[config.mk]
export PLATFORM = sky130hd
export DESIGN_NAME = tlb_op_ctrl_flat
export DESIGN_NICKNAME = d
export VERILOG_FILES = /design/src/rtl/tlb_op_ctrl_if.sv /design/src/rtl/tlb_op_ctrl.sv /design/src/flat_wrapper.sv
export SDC_FILE = /design/constraint.sdc
export NUM_CORES = 1
export LEC_CHECK = 0
export CORE_AREA = 2 2 217 219
export CTS_CLUSTER_SIZE = 10
export DETAILED_ROUTE_END_ITERATION = 16
export DIE_AREA = 0 0 219 221
export HOLD_SLACK_MARGIN = 0.02
export SLEW_MARGIN = 10
export SYNTH_ARGS = -nofsm -noshare
export SYNTH_HDL_FRONTEND = slang
export SYNTH_SLANG_ARGS = --single-unit
[constraint.sdc]
create_clock -name clk -period 1.72 [get_ports clk]
set_input_delay 0.258 -clock clk [delete_from_list [all_inputs] [get_ports clk]]
set_output_delay 0.258 -clock clk [all_outputs]
set_load 0.01 [all_outputs]
[src/rtl/tlb_op_ctrl_if.sv]
// Bus bundle between the TLB-op sequencer and its EXE/TLB/CP0/IF neighbours.
// master = the sequencer (tlb_op_ctrl); slave = the surrounding pipeline and TLB.
interface tlb_op_ctrl_if #(
    parameter int unsigned IDXW = 4
);
    logic            op_valid;
    logic [1:0]      op_type;
    logic [31:0]     op_pc;
    logic            op_ready;
    logic            ex_flush;
    logic [31:0]     cp0_index;
    logic [31:0]     cp0_hi;
    logic [31:0]     cp0_lo0;
    logic [31:0]     cp0_lo1;
    logic [18:0]     s1_vpn2;
    logic [7:0]      s1_asid;
    logic            s1_found;
    logic [IDXW-1:0] s1_index;
    logic [IDXW-1:0] r_index;
    logic [31:0]     r_hi;
    logic [31:0]     r_lo0;
    logic [31:0]     r_lo1;
    logic            we;
    logic [IDXW-1:0] w_index;
    logic [31:0]     w_hi;
    logic [31:0]     w_lo0;
    logic [31:0]     w_lo1;
    logic            cp0_idx_we;
    logic [31:0]     cp0_idx_wd;
    logic            cp0_ent_we;
    logic [31:0]     cp0_ent_hi;
    logic [31:0]     cp0_ent_lo0;
    logic [31:0]     cp0_ent_lo1;
    logic            refetch;
    logic [31:0]     refetch_pc;
    logic            refetch_ack;
    logic            busy;

    modport master (
        input  op_valid, op_type, op_pc, ex_flush,
        input  cp0_index, cp0_hi, cp0_lo0, cp0_lo1,
        input  s1_found, s1_index, r_hi, r_lo0, r_lo1, refetch_ack,
        output op_ready, s1_vpn2, s1_asid, r_index,
        output we, w_index, w_hi, w_lo0, w_lo1,
        output cp0_idx_we, cp0_idx_wd, cp0_ent_we, cp0_ent_hi, cp0_ent_lo0, cp0_ent_lo1,
        output refetch, refetch_pc, busy
    );

    modport slave (
        output op_valid, op_type, op_pc, ex_flush,
        output cp0_index, cp0_hi, cp0_lo0, cp0_lo1,
        output s1_found, s1_index, r_hi, r_lo0, r_lo1, refetch_ack,
        input  op_ready, s1_vpn2, s1_asid, r_index,
        input  we, w_index, w_hi, w_lo0, w_lo1,
        input  cp0_idx_we, cp0_idx_wd, cp0_ent_we, cp0_ent_hi, cp0_ent_lo0, cp0_ent_lo1,
        input  refetch, refetch_pc, busy
    );
endinterface

[src/rtl/tlb_op_ctrl.sv]
// Sequences tlbp/tlbr/tlbwi between EXE, the TLB and CP0, then requests a refetch.
// Define TLB_RANDOM_EN to turn op_type 00 into tlbwr driven by a free-running index counter.
module tlb_op_ctrl #(
    parameter int unsigned TLBNUM = 16,
    parameter int unsigned IDXW   = $clog2(TLBNUM)
) (
    input logic           clk,
    input logic           resetn,
    tlb_op_ctrl_if.master bus
);
    localparam logic [1:0] OpNone  = 2'b00;
    localparam logic [1:0] OpTlbp  = 2'b01;
    localparam logic [1:0] OpTlbr  = 2'b10;
    localparam logic [1:0] OpTlbwi = 2'b11;

    typedef enum logic [1:0] {StIdle, StLookup, StCommit, StRefetch} state_e;

    state_e          state_q, state_d;
    logic [1:0]      type_q, type_d;
    logic [31:0]     pc_q, pc_d;
    logic [31:0]     hi_q, hi_d;
    logic [31:0]     lo0_q, lo0_d;
    logic [31:0]     lo1_q, lo1_d;
    logic [IDXW-1:0] idx_q, idx_d;
    logic            accept;
    logic            unused_idx_hi;

    // Index bits above the TLB size carry no meaning.
    assign unused_idx_hi = ^bus.cp0_index[31:IDXW];

    assign accept = resetn & (state_q == StIdle) & bus.op_valid & ~bus.ex_flush;

`ifdef TLB_RANDOM_EN
    logic [IDXW-1:0] rnd_q, rnd_d;

    always_comb begin
        rnd_d = (rnd_q == '0) ? IDXW'(TLBNUM - 1) : rnd_q - 1'b1;
    end

    always_ff @(posedge clk) begin
        if (!resetn) begin
            rnd_q <= IDXW'(TLBNUM - 1);
        end else begin
            rnd_q <= rnd_d;
        end
    end
`endif

    always_comb begin
        type_d = type_q;
        pc_d   = pc_q;
        hi_d   = hi_q;
        lo0_d  = lo0_q;
        lo1_d  = lo1_q;
        idx_d  = idx_q;
        if (accept) begin
            type_d = bus.op_type;
            pc_d   = bus.op_pc;
            hi_d   = bus.cp0_hi;
            lo0_d  = bus.cp0_lo0;
            lo1_d  = bus.cp0_lo1;
            idx_d  = bus.cp0_index[IDXW-1:0];
`ifdef TLB_RANDOM_EN
            if (bus.op_type == OpNone) begin
                idx_d = rnd_q;
            end
`endif
        end
    end

    always_ff @(posedge clk) begin
        if (!resetn) begin
            type_q <= '0;
            pc_q   <= '0;
            hi_q   <= '0;
            lo0_q  <= '0;
            lo1_q  <= '0;
            idx_q  <= '0;
        end else begin
            type_q <= type_d;
            pc_q   <= pc_d;
            hi_q   <= hi_d;
            lo0_q  <= lo0_d;
            lo1_q  <= lo1_d;
            idx_q  <= idx_d;
        end
    end

    always_ff @(posedge clk) begin
        if (!resetn) begin
            state_q <= StIdle;
        end else begin
            state_q <= state_d;
        end
    end

    always_comb begin
        state_d = state_q;
        unique case (state_q)
            StIdle: begin
                if (accept) begin
                    case (bus.op_type)
                        OpTlbp, OpTlbr: state_d = StLookup;
                        OpTlbwi:        state_d = StCommit;
`ifdef TLB_RANDOM_EN
                        default:        state_d = StCommit;
`else
                        default:        state_d = StIdle;
`endif
                    endcase
                end
            end
            StLookup:  state_d = bus.ex_flush ? StIdle : StCommit;
            // Once in COMMIT the op is architecturally complete; flush no longer matters.
            StCommit:  state_d = (type_q == OpTlbp) ? StIdle : StRefetch;
            StRefetch: state_d = bus.refetch_ack ? StIdle : StRefetch;
            default:   state_d = StIdle;
        endcase
    end

    always_comb begin
        bus.op_ready    = accept;
        bus.busy        = (state_q != StIdle);
        bus.s1_vpn2     = '0;
        bus.s1_asid     = '0;
        bus.r_index     = '0;
        bus.we          = 1'b0;
        bus.w_index     = '0;
        bus.w_hi        = '0;
        bus.w_lo0       = '0;
        bus.w_lo1       = '0;
        bus.cp0_idx_we  = 1'b0;
        bus.cp0_idx_wd  = '0;
        bus.cp0_ent_we  = 1'b0;
        bus.cp0_ent_hi  = '0;
        bus.cp0_ent_lo0 = '0;
        bus.cp0_ent_lo1 = '0;
        bus.refetch     = 1'b0;
        bus.refetch_pc  = '0;
        unique case (state_q)
            StLookup: begin
                if (type_q == OpTlbp) begin
                    bus.s1_vpn2 = hi_q[31:13];
                    bus.s1_asid = hi_q[7:0];
                end else begin
                    bus.r_index = idx_q;
                end
            end
            StCommit: begin
                case (type_q)
                    OpTlbp: begin
                        bus.cp0_idx_we = 1'b1;
                        if (bus.s1_found) begin
                            bus.cp0_idx_wd[IDXW-1:0] = bus.s1_index;
                        end else begin
                            bus.cp0_idx_wd[31] = 1'b1;
                        end
                    end
                    OpTlbr: begin
                        bus.cp0_ent_we  = 1'b1;
                        bus.cp0_ent_hi  = bus.r_hi;
                        bus.cp0_ent_lo0 = bus.r_lo0;
                        bus.cp0_ent_lo1 = bus.r_lo1;
                    end
                    default: begin
                        bus.we      = 1'b1;
                        bus.w_index = idx_q;
                        bus.w_hi    = hi_q;
                        bus.w_lo0   = lo0_q;
                        bus.w_lo1   = lo1_q;
                    end
                endcase
            end
            StRefetch: begin
                bus.refetch    = 1'b1;
                bus.refetch_pc = pc_q + 32'd4;
            end
            default: ;
        endcase
    end
endmodule
[src/flat_wrapper.sv]
// flat-port wrapper written by rule: the top's interface ports become plain ports
module tlb_op_ctrl_flat 
#(
    parameter int unsigned TLBNUM = 16,
    parameter int unsigned IDXW   = $clog2(TLBNUM)
)
  (clk, resetn, bus_op_valid, bus_op_type, bus_op_pc, bus_ex_flush, bus_cp0_index, bus_cp0_hi, bus_cp0_lo0, bus_cp0_lo1, bus_s1_found, bus_s1_index, bus_r_hi, bus_r_lo0, bus_r_lo1, bus_refetch_ack, bus_op_ready, bus_s1_vpn2, bus_s1_asid, bus_r_index, bus_we, bus_w_index, bus_w_hi, bus_w_lo0, bus_w_lo1, bus_cp0_idx_we, bus_cp0_idx_wd, bus_cp0_ent_we, bus_cp0_ent_hi, bus_cp0_ent_lo0, bus_cp0_ent_lo1, bus_refetch, bus_refetch_pc, bus_busy);
  tlb_op_ctrl_if #(.IDXW(IDXW)) bus_i ();
  input logic clk;
  input logic resetn;
  input wire logic [$bits(bus_i.op_valid)-1:0] bus_op_valid;
  input wire logic [$bits(bus_i.op_type)-1:0] bus_op_type;
  input wire logic [$bits(bus_i.op_pc)-1:0] bus_op_pc;
  input wire logic [$bits(bus_i.ex_flush)-1:0] bus_ex_flush;
  input wire logic [$bits(bus_i.cp0_index)-1:0] bus_cp0_index;
  input wire logic [$bits(bus_i.cp0_hi)-1:0] bus_cp0_hi;
  input wire logic [$bits(bus_i.cp0_lo0)-1:0] bus_cp0_lo0;
  input wire logic [$bits(bus_i.cp0_lo1)-1:0] bus_cp0_lo1;
  input wire logic [$bits(bus_i.s1_found)-1:0] bus_s1_found;
  input wire logic [$bits(bus_i.s1_index)-1:0] bus_s1_index;
  input wire logic [$bits(bus_i.r_hi)-1:0] bus_r_hi;
  input wire logic [$bits(bus_i.r_lo0)-1:0] bus_r_lo0;
  input wire logic [$bits(bus_i.r_lo1)-1:0] bus_r_lo1;
  input wire logic [$bits(bus_i.refetch_ack)-1:0] bus_refetch_ack;
  output wire logic [$bits(bus_i.op_ready)-1:0] bus_op_ready;
  output wire logic [$bits(bus_i.s1_vpn2)-1:0] bus_s1_vpn2;
  output wire logic [$bits(bus_i.s1_asid)-1:0] bus_s1_asid;
  output wire logic [$bits(bus_i.r_index)-1:0] bus_r_index;
  output wire logic [$bits(bus_i.we)-1:0] bus_we;
  output wire logic [$bits(bus_i.w_index)-1:0] bus_w_index;
  output wire logic [$bits(bus_i.w_hi)-1:0] bus_w_hi;
  output wire logic [$bits(bus_i.w_lo0)-1:0] bus_w_lo0;
  output wire logic [$bits(bus_i.w_lo1)-1:0] bus_w_lo1;
  output wire logic [$bits(bus_i.cp0_idx_we)-1:0] bus_cp0_idx_we;
  output wire logic [$bits(bus_i.cp0_idx_wd)-1:0] bus_cp0_idx_wd;
  output wire logic [$bits(bus_i.cp0_ent_we)-1:0] bus_cp0_ent_we;
  output wire logic [$bits(bus_i.cp0_ent_hi)-1:0] bus_cp0_ent_hi;
  output wire logic [$bits(bus_i.cp0_ent_lo0)-1:0] bus_cp0_ent_lo0;
  output wire logic [$bits(bus_i.cp0_ent_lo1)-1:0] bus_cp0_ent_lo1;
  output wire logic [$bits(bus_i.refetch)-1:0] bus_refetch;
  output wire logic [$bits(bus_i.refetch_pc)-1:0] bus_refetch_pc;
  output wire logic [$bits(bus_i.busy)-1:0] bus_busy;
  assign bus_i.op_valid = bus_op_valid;
  assign bus_i.op_type = bus_op_type;
  assign bus_i.op_pc = bus_op_pc;
  assign bus_i.ex_flush = bus_ex_flush;
  assign bus_i.cp0_index = bus_cp0_index;
  assign bus_i.cp0_hi = bus_cp0_hi;
  assign bus_i.cp0_lo0 = bus_cp0_lo0;
  assign bus_i.cp0_lo1 = bus_cp0_lo1;
  assign bus_i.s1_found = bus_s1_found;
  assign bus_i.s1_index = bus_s1_index;
  assign bus_i.r_hi = bus_r_hi;
  assign bus_i.r_lo0 = bus_r_lo0;
  assign bus_i.r_lo1 = bus_r_lo1;
  assign bus_i.refetch_ack = bus_refetch_ack;
  assign bus_op_ready = bus_i.op_ready;
  assign bus_s1_vpn2 = bus_i.s1_vpn2;
  assign bus_s1_asid = bus_i.s1_asid;
  assign bus_r_index = bus_i.r_index;
  assign bus_we = bus_i.we;
  assign bus_w_index = bus_i.w_index;
  assign bus_w_hi = bus_i.w_hi;
  assign bus_w_lo0 = bus_i.w_lo0;
  assign bus_w_lo1 = bus_i.w_lo1;
  assign bus_cp0_idx_we = bus_i.cp0_idx_we;
  assign bus_cp0_idx_wd = bus_i.cp0_idx_wd;
  assign bus_cp0_ent_we = bus_i.cp0_ent_we;
  assign bus_cp0_ent_hi = bus_i.cp0_ent_hi;
  assign bus_cp0_ent_lo0 = bus_i.cp0_ent_lo0;
  assign bus_cp0_ent_lo1 = bus_i.cp0_ent_lo1;
  assign bus_refetch = bus_i.refetch;
  assign bus_refetch_pc = bus_i.refetch_pc;
  assign bus_busy = bus_i.busy;
  tlb_op_ctrl #(.TLBNUM(TLBNUM), .IDXW(IDXW)) u_core (.clk(clk), .resetn(resetn), .bus(bus_i));
endmodule
==> results of run 1 <==
-- through the flow --
step,hold slack [ns],TNS (ns)
after floorplan,0.367,-0.0164
after global placement,0.439,-94.67
after detailed placement,0.447,-104.10
after CTS,0.293,-134.12
after global routing,0.319,-150.38
final,0.331,-118.11
-- placed cells by master, fill, tap and decap left out, types with 27 or more instances in the layout --
cell type / n
o21ai_0: 108
buf_6: 325
nand2_1: 252
conb_1: 27
clkbuf_16: 44
clkdlybuf4s50_1: 238
dfxtp_1: 109
and2_4: 38
buf_12: 49
buf_4: 81
and3_4: 198
buf_2: 28
-- final timing paths --
check                       end  slack (ns)  cells past startpoint
max          bus_refetch_pc[28]       -0.73                      7
min             u_core.hi_q[30]        0.33                      3
max reg2reg     u_core.hi_q[16]       -0.15                      9
min reg2reg     u_core.lo1_q[4]        0.46                      2
-- state kept, by name (all words and copies together), names as in the netlist --
| register | cells |
|---|---|
| u_core.lo0_q | 32 |
| u_core.idx_q | 4 |
| u_core.hi_q | 32 |
| u_core.type_q | 2 |
| u_core.state_q | 2 |
| u_core.pc_q | 32 |
| u_core.lo1_q | 32 |
-- what timing repair did --
| item | 4_1_cts | 5_1_grt |
|---|---|---|
| pin swaps | 113 | 149 |
| endpoints found under the setup margin | 359 | 391 |
| gates cloned | 32 | 31 |
| resized for setup | 1520 | 456 |
| buffers inserted | 124 | 63 |
-- cell families after synthesis --
group | Yosys count | share of synthesized area, %
buffers and inverters | 130 | 8.86
DFF | 136 | 36.9
xor gates and xnor gates | 10 | 1.19
AOI/OAI and AO/OA | 172 | 12.1
muxes | 1 | 0.135
other | 1 | 0.0508
adders and majority gates | 4 | 0.677
and+or+nand+nor | 582 | 40.2
-- worst max-delay path, delay by kind of cell, from the launching register on --
| kind | cells | cell delay (ns) |
|---|---|---|
| AND/OR/NAND/NOR | 3 | 0.76 |
| buffers and inverters | 2 | 0.31 |
| AO/OA/AOI/OAI | 1 | 0.13 |
| adder cells (fa/ha/maj) | 1 | 0.14 |
| flip-flops | 1 | 0.37 |
-- power groups by stage --
stage | clock network [W] | logic [W] | registers [W]
2_1_floorplan | 0 | 0.000556 | 0.00350
3_3_place_gp | 0 | 0.00148 | 0.00352
3_5_place_dp | 0 | 0.00150 | 0.00353
4_1_cts | 0.00440 | 0.00248 | 0.00347
5_1_grt | 0.00451 | 0.00299 | 0.00350
6_report | 0.00428 | 0.00284 | 0.00349
-- layout make-up --
| type | count | area [µm²] | area share (%) |
|---|---|---|---|
| multi-input cells | 796 | 5780 | 29.7 |
| well taps | 607 | 759 | 3.90 |
| repair buffers | 797 | 9490 | 48.7 |
| flip-flops and latches | 136 | 2770 | 14.2 |
| clock inverters | 11 | 193 | 0.989 |
| inverters | 5 | 23.8 | 0.122 |
| diodes | 1 | 2.50 | 0.0128 |
| clock buffers | 21 | 470 | 2.41 |
-- routing by layer --
| layer | track usage, % | vias to the layer above | share of wire [%] | routed length, µm |
|---|---|---|---|---|
| li1 | - | 4903 | - | - |
| met1 | 19.3 | 5139 | 36 | 18800 |
| met2 | 34.9 | 482 | 53 | 27400 |
| met3 | 5.28 | 86 | 7.0 | 3670 |
| met4 | 8.30 | 0 | 4.3 | 2230 |
| met5 | 0 | - | 0 | 0 |
==> run summary, run 1 <==
max incr delay on CP = 0.50 ns
Die Y = 221 µm
Leak = 8.08 nW
Crit Path Class = reg2out
first-pass detailed-route iteration total = 5
die area = 48400 µm²
Top-Level Pins = 565
Internal Power = 0.00771 W
fin util = 42.3%
power per cell area = 544 nW/µm²
root buf cell = clkbuf_16
slack of the critical path = -0.733 ns
Remaining Overflow, GRT = 0
Num CTS Buffers = 17
RR Startpoint = u_core.state_q[1]
Top FF cell, synth = dfxtp_1
post-synth top area cell = dfxtp_1
HP Class = in2reg
Netlist Area Pre-Place = 7390 µm²
fin crit share = 143%
All-Layer GR Usage = 18.8%
unrepaired setup endpoints after global routing = yes
Clock Tree Buf Depth = 2
Reg power frac = 32.9%
DRT iter0 DRCs = 533
Fmax = 408 MHz
PnR Total Power = 0.0106 W
worst hold start = bus_cp0_hi[30]
CP Cell Sequence = ha_4, and2_4, nand4_4, buf_6, or4_4, a21oi_2, buf_2
Synth top area share = 36.9%
Final nets = 2025
sequential element share of the synthesized area = 36.9%
top-count cell post-synth = nand2_1
Filler Cells Inserted = 4292
final WL = 52100 µm
Critical Path Sink Type = output port
clk slew on worst S/H paths = 0.06 ns
layout cells sized above 1 = 55.0%
Gate Count Post-Synth = 1036
Post-synth ARST share = 0%
cts hold-fix bufs = 0
initial core utilization = 16.0%
CP required = 1.46 ns
max-slew violations = 0
max cap viols = 0
final hold violations = 0
dpl ws = -0.721 ns
Area contributors post-synth = dfxtp_1 (37%), and3_1 (17%), nand2_1 (14%)
port bufs = 509
failing checks = negative setup slack
Post-synth top cells = nand2_1 (282), and3_1 (203), o21ai_0 (143)
clock latency at the later pin of the worst-skew pair = 0.48 ns
global-route wire length before repair = 67000 µm
Worst Setup Start Kind = flip-flop
Worst EP arrival = 2.20 ns
Core ar. = 46100 µm²
Critical path origin = u_core.pc_q[3]
Comb pwr share = 26.8%
status = complete, but fails checks
skew final = 0.0107 ns
CTS tree = built
EDFF count, synth = 0
crit path time final = 2.45 ns
synth warn = 0
Post-Syn Area per Cell = 7.13 µm²
Worst path slowest cell = or4_4
clock share of power = 40.3%
Vias/cell = 4.47
post-route ant nets = 0
largest net degree at the start of global routing = 137
vias in the first global route = 10200
DRC = 0
vias after detailed routing = 10600
CTS Sinks = 136
NetSw = 0.00289 W
peak supply drop = 0.876 mV
placed inst area = 13600 µm²
std cell rows = 79
Die X = 219 µm
placed insts = 2136
Final Setup Violations = 394
post-detail-place hpwl = 29400 µm
sw frac = 27.3%
Placer Congestion = 0.845
synthesis-stage register bit count = 136
worst-path fanout max = 5
Layout Cell Area excl Fill = 19500 µm²
wire length per cell = 22.0 µm
Yosys cell types = 35
initial antenna violation count = 3
non-filler cells, final = 2374
worst rel slew slack = 54.6%
H-tree level count = 4
P&R area growth vs syn = 164%
Slew @ Worst Pin = 0.680 ns
Power figures use the tool's default switching activity.
==> inputs of run 2 (changes only) <==
--- a/config.mk
+++ b/config.mk
@@ -6,6 +6,7 @@
 export NUM_CORES = 1
 export LEC_CHECK = 0
 export CORE_AREA = 2 2 217 219
+export CTS_CLUSTER_DIAMETER = 100
 export CTS_CLUSTER_SIZE = 10
 export DETAILED_ROUTE_END_ITERATION = 16
 export DIE_AREA = 0 0 219 221
==> results of run 2 <==
Same layout as run 1: the final DEF is identical, and so are final timing and power.
